==> src/rtl/hvac_zone_scheduler.sv <==
// hvac_zone_scheduler: shares one heat/cool plant between four thermostat zones.
// Chooses the plant mode, grants one zone's damper at a time, enforces minimum
// on/off times, and rotates same-mode zones on a MAX_RUN time slice.
module hvac_zone_scheduler #(
    parameter int MIN_ON  = 8,
    parameter int MIN_OFF = 4,
    parameter int MAX_RUN = 32,
    parameter int TW      = 8
) (
    input  logic       clk,
    input  logic       reset,
    input  logic [3:0] heat_req,
    input  logic [3:0] cool_req,
    output logic       heating,
    output logic       cooling,
    output logic [3:0] damper,
    output logic [1:0] zone_id,
    output logic [1:0] state_o
);

    typedef enum logic [1:0] {
        S_IDLE = 2'b00,
        S_HEAT = 2'b01,
        S_COOL = 2'b10,
        S_LOCK = 2'b11
    } state_t;

    localparam logic [TW-1:0] MIN_ON_M1  = TW'(MIN_ON - 1);
    localparam logic [TW-1:0] MIN_OFF_M1 = TW'(MIN_OFF - 1);
    localparam logic [TW-1:0] MAX_RUN_M1 = TW'(MAX_RUN - 1);

    // First requesting zone after p in rotation order; p itself is tried last.
    function automatic logic [1:0] rr_pick(input logic [1:0] p, input logic [3:0] v);
        logic [1:0] idx;
        rr_pick = p;
        for (int k = 4; k >= 1; k--) begin
            idx = p + 2'(k);
            if (v[idx]) rr_pick = idx;
        end
    endfunction

    function automatic logic [3:0] onehot(input logic [1:0] i);
        onehot = 4'b0001 << i;
    endfunction

    state_t        state_q, state_d;
    logic [TW-1:0] run_cnt_q, run_cnt_d;
    logic [TW-1:0] off_cnt_q, off_cnt_d;
    logic [1:0]    ptr_q, ptr_d;
    logic          last_mode_q, last_mode_d;
    logic [1:0]    zone_id_q, zone_id_d;
    logic          heating_q, heating_d;
    logic          cooling_q, cooling_d;
    logic [3:0]    damper_q, damper_d;

    // Zones asking for both modes at once are treated as not asking at all.
    logic [3:0] hv, cv, mode_vec, others;
    logic       min_met, at_max;

    assign hv       = heat_req & ~cool_req;
    assign cv       = cool_req & ~heat_req;
    assign mode_vec = (state_q == S_COOL) ? cv : hv;
    assign others   = mode_vec & ~onehot(ptr_q);
    assign min_met  = (run_cnt_q >= MIN_ON_M1);
    assign at_max   = (run_cnt_q == MAX_RUN_M1);

    // Next-state, counter, grant and registered-output computation.
    always_comb begin
        state_d     = state_q;
        run_cnt_d   = run_cnt_q;
        off_cnt_d   = off_cnt_q;
        ptr_d       = ptr_q;
        last_mode_d = last_mode_q;
        zone_id_d   = zone_id_q;

        unique case (state_q)
            S_IDLE: begin
                if (hv != 4'b0 && (cv == 4'b0 || last_mode_q)) begin
                    state_d     = S_HEAT;
                    ptr_d       = rr_pick(ptr_q, hv);
                    zone_id_d   = rr_pick(ptr_q, hv);
                    last_mode_d = 1'b0;
                    run_cnt_d   = '0;
                end else if (cv != 4'b0) begin
                    state_d     = S_COOL;
                    ptr_d       = rr_pick(ptr_q, cv);
                    zone_id_d   = rr_pick(ptr_q, cv);
                    last_mode_d = 1'b1;
                    run_cnt_d   = '0;
                end
            end
            S_HEAT, S_COOL: begin
                // Opposite-mode requests are never served from here; a mode
                // change always goes through LOCK and IDLE.
                if (min_met && !mode_vec[ptr_q]) begin
                    if (others != 4'b0) begin
                        ptr_d     = rr_pick(ptr_q, others);
                        zone_id_d = rr_pick(ptr_q, others);
                        run_cnt_d = '0;
                    end else begin
                        state_d   = S_LOCK;
                        off_cnt_d = '0;
                    end
                end else if (at_max && others != 4'b0) begin
                    ptr_d     = rr_pick(ptr_q, others);
                    zone_id_d = rr_pick(ptr_q, others);
                    run_cnt_d = '0;
                end else if (!at_max) begin
                    run_cnt_d = run_cnt_q + TW'(1);
                end
            end
            S_LOCK: begin
                if (off_cnt_q == MIN_OFF_M1) begin
                    state_d = S_IDLE;
                end else begin
                    off_cnt_d = off_cnt_q + TW'(1);
                end
            end
            default: state_d = S_IDLE;
        endcase

        heating_d = (state_d == S_HEAT);
        cooling_d = (state_d == S_COOL);
        damper_d  = (state_d == S_HEAT || state_d == S_COOL) ? onehot(ptr_d) : 4'b0;
    end

    // State and output registers; reset leaves the plant off with zone 0 next.
    always_ff @(posedge clk) begin
        if (reset) begin
            state_q     <= S_IDLE;
            run_cnt_q   <= '0;
            off_cnt_q   <= '0;
            ptr_q       <= 2'd3;
            last_mode_q <= 1'b1;
            zone_id_q   <= 2'd0;
            heating_q   <= 1'b0;
            cooling_q   <= 1'b0;
            damper_q    <= 4'b0;
        end else begin
            state_q     <= state_d;
            run_cnt_q   <= run_cnt_d;
            off_cnt_q   <= off_cnt_d;
            ptr_q       <= ptr_d;
            last_mode_q <= last_mode_d;
            zone_id_q   <= zone_id_d;
            heating_q   <= heating_d;
            cooling_q   <= cooling_d;
            damper_q    <= damper_d;
        end
    end

    assign heating = heating_q;
    assign cooling = cooling_q;
    assign damper  = damper_q;
    assign zone_id = zone_id_q;
    assign state_o = state_q;

endmodule

==> config.mk <==
export PLATFORM = sky130hd
export DESIGN_NAME = hvac_zone_scheduler
export DESIGN_NICKNAME = d
export VERILOG_FILES = /design/src/rtl/hvac_zone_scheduler.sv
export SDC_FILE = /design/constraint.sdc
export NUM_CORES = 1
export LEC_CHECK = 0
export BUFFER_PORTS_ARGS = -buffer_cell sky130_fd_sc_hd__buf_2
export CAP_MARGIN = 10
export CORE_MARGIN = 1.5
export CORE_UTILIZATION = 46
export DETAILED_ROUTE_END_ITERATION = 8
export PLACE_DENSITY = 0.7
export SLEW_MARGIN = 0
export SYNTH_ARGS = -nofsm -noshare
export SYNTH_HDL_FRONTEND = slang
export SYNTH_SLANG_ARGS = --single-unit
==> constraint.sdc <==
create_clock -name clk -period 4.6 [get_ports clk]
set_input_delay 0.69 -clock clk [delete_from_list [all_inputs] [get_ports clk]]
set_output_delay 0.69 -clock clk [all_outputs]
set_load 0.01 [all_outputs]
==> key figures <==
Outcome
  – Status: finished clean

Finish
  – Core Util, Final: 51.6%
  – Diode count: 0
  – Share of cells above drive strength 1: 16.9%
  – Syn-to-layout area delta: 8.89%
  – Final instance area: 0.00241 mm2
  – Finished Layout Cells: 332
  – # nets final: 298

Worst setup path
  – Worst Path Buf+Inv: 2
  – CP Class: reg2reg
  – Crit end category: flip-flop
  – Slowest CP cell: ha_1
  – Slowest Stage Delay on Critical Path: 550 ps
  – Worst Path Arrival: 3450 ps
  – Worst path cell trace: inv_1, ha_1, nor4b_1, a31o_2, a2111oi_4, nand4_4, a21o_1, o21ai_1, inv_2, ha_1, nor2_1, and3b_1
  – Most frequent cell on the critical path: ha_1
  – Crit path max-delay family: compound AO/OA/AOI/OAI gates
  – CP startpoint kind: flip-flop
  – Crit-path max FO: 15
  – Worst EP required: 4830 ps

STA
  – Skew final: 7.84 ps
  – Relative slew margins: 54.5%
  – Final Slew Violations: 0
  – RSZ-0062 raised after global routing: false
  – Min Hold Slack: 473 ps
  – Tmin final: 3220 ps
  – Setup-failing EPs final: 0
  – Max Fclk: 0.311 GHz
  – Final Hold Viols: 0
  – Worst Slack Setup Final: 1380 ps
  – Setup TNS: 0 ps
  – Slew @ Worst Pin: 678 ps
  – Final Cycle Share: 69.9%

Synth
  – Synthesized area: 0.00221 mm2
  – Synth top cells by count: dfxtp_1 (29), nand2_1 (19), nor2_1 (15)
  – Most instantiated library cell after synthesis: dfxtp_1
  – Synth cell types: 67
  – Sequential area share after synthesis: 26.3%
  – Primary FF master, synth: dfxtp_1
  – Avg Cell Area, Syn: 8.47 um2
  – Synth top area cells: dfxtp_1 (26%), ha_1 (6.2%), xor2_1 (4.4%)
  – Register bit total from synthesis: 29
  – Mapped Cells: 261
  – Asr flop ratio synth: 0%
  – Synthesis Warnings: 0
  – Yosys top cell area share: 26.3%
  – Post-synth top area cell: dfxtp_1
  – EDFF count, synth: 0
  – Syn nets: 282

Placement
  – Post-Place Worst Slack: 1410 ps
  – Hpwl dp: 3700 um
  – Dpl cell area: 0.00232 mm2
  – Placed Instances: 324
  – IO Port Bufs: 19
  – Final RePlAce weighted congestion: 0.877

Clocking
  – Latest clock arrival within the worst-skew pair: 290 ps
  – Clk pin slew, worst setup/hold paths: 60 ps
  – Maximum root-to-sink buffer count: 2
  – H-Tree Level Count: 2
  – Total CTS buffers: 5
  – Post-CTS Hold Buffers: 0
  – Root Buffer: clkbuf_8
  – Postcts setup bufs: 0
  – Clock sink count: 29
  – CTS tree: yes
  – Post_cts resized: 0

Global route
  – First-pass GRT wire length: 8310 um
  – Number of global-route vias before repair: 1800
  – Largest net degree at the start of global routing: 23
  – Total gr overflow: 0
  – Initial antenna violation count: 0
  – GRT Overall Usage: 20.0%

Hold path
  – Worst Hold Class: reg2reg

Routing
  – Vias/cell: 6.24
  – Drt wl/cell: 15.1 um
  – Total number of vias: 2073
  – DRC viols: 0
  – Remaining antenna violation count after routing: 0
  – DR iter-0 viols: 153
  – Drt first pass iters: 4
  – Routed wire length: 5010 um

Job
  – Max Cap Viol: 0

Floorplan
  – Core area: 0.00466 mm2
  – Chip height: 72.3 um
  – Initial core utilization: 47.4%
  – IO Count: 20
  – Die W: 72.3 um
  – # rows: 25
  – Total die area: 0.00523 mm2

Power and ir drop
  – Static leakage power: 0.947 nW
  – Tot Pwr: 1.08 mW
  – Peak VDD IR: 0.151 mV
  – Ratio of total power to cell area: 449 mW/mm2
-- cell type report --
type	instances	area (um2)
Fill cell	460	2250
Multi-Input combinational cell	209	1520
Sequential cell	29	581
Timing Repair Buffer	20	103
Clock buffer	5	68.8
Tap cell	54	67.6
Inverter	12	45.0
Clock inverter	3	17.5
-- metal layers --
layer	wire, um	up-vias	GRT usage, %	share of wire (%)
li1	-	1008	-	-
met1	2310	989	26.9	46
met2	2380	70	32.2	48
met3	250	6	4.31	5.0
met4	68	0	6.50	1.4
met5	0	-	0	0
-- flip-flops by register name (all words and copies together), names as in the netlist --
signal	count
off_cnt_q	8
run_cnt_q	8
damper	4
ptr_q	2
state_o	2
zone_id	2
cooling	1
heating	1
last_mode_q	1
-- worst paths after layout --
| check | from | endpoint | slack, ps | cells past startpoint |
|---|---|---|---|---|
| worst max-delay path | state_o[0] | damper[3] | 1380 | 12 |
| worst min-delay path | run_cnt_q[1] | run_cnt_q[1] | 470 | 2 |
| worst max register to register | state_o[0] | damper[3] | 1380 | 12 |
| worst min register to register | run_cnt_q[1] | run_cnt_q[1] | 470 | 2 |
-- worst register-to-register path, cell delays in order, from the launching register on --
cell,delay [ps]
dfxtp_1,330
inv_1,100
ha_1,550
nor4b_1,150
a31o_2,300
a2111oi_4,460
nand4_4,200
a21o_1,220
o21ai_1,120
inv_2,60
ha_1,340
nor2_1,150
and3b_1,170
-- layout by cell type (no fill, tap or decap), drive strengths merged, types with 3 or more instances in the layout --
cell type,n
dfxtp,29
buf,20
nand2,19
nor2,15
nand2b,14
o21ai,14
a21oi,13
xor2,11
ha,11
inv,11
nor3,9
nand4,9
nand3,8
nor2b,7
mux2i,6
and3,6
a31oi,5
clkbuf,5
o211ai,4
nor4,4
nor4b,4
nand3b,3
a21o,3
a31o,3
clkinv,3
-- cells by family (layout without fill, tap and decap cells) --
group / count (synthesis) / after routing / share of synthesized area, %
compound gates: 69 / 69 / 24.3
xor+xnor: 13 / 13 / 5.15
fa+ha+maj: 11 / 11 / 6.23
buf+inv: 23 / 40 / 4.76
flops: 29 / 29 / 26.3
mux: 7 / 7 / 3.74
simple gates: 109 / 109 / 29.6
-- where the power goes --
group          total (mW)  switching [mW]  internal, mW
clock network       0.204           0.100         0.104
registers           0.311          0.0250         0.286
logic               0.566           0.347         0.220
Note: power is estimated with default switching activity, not from simulation.
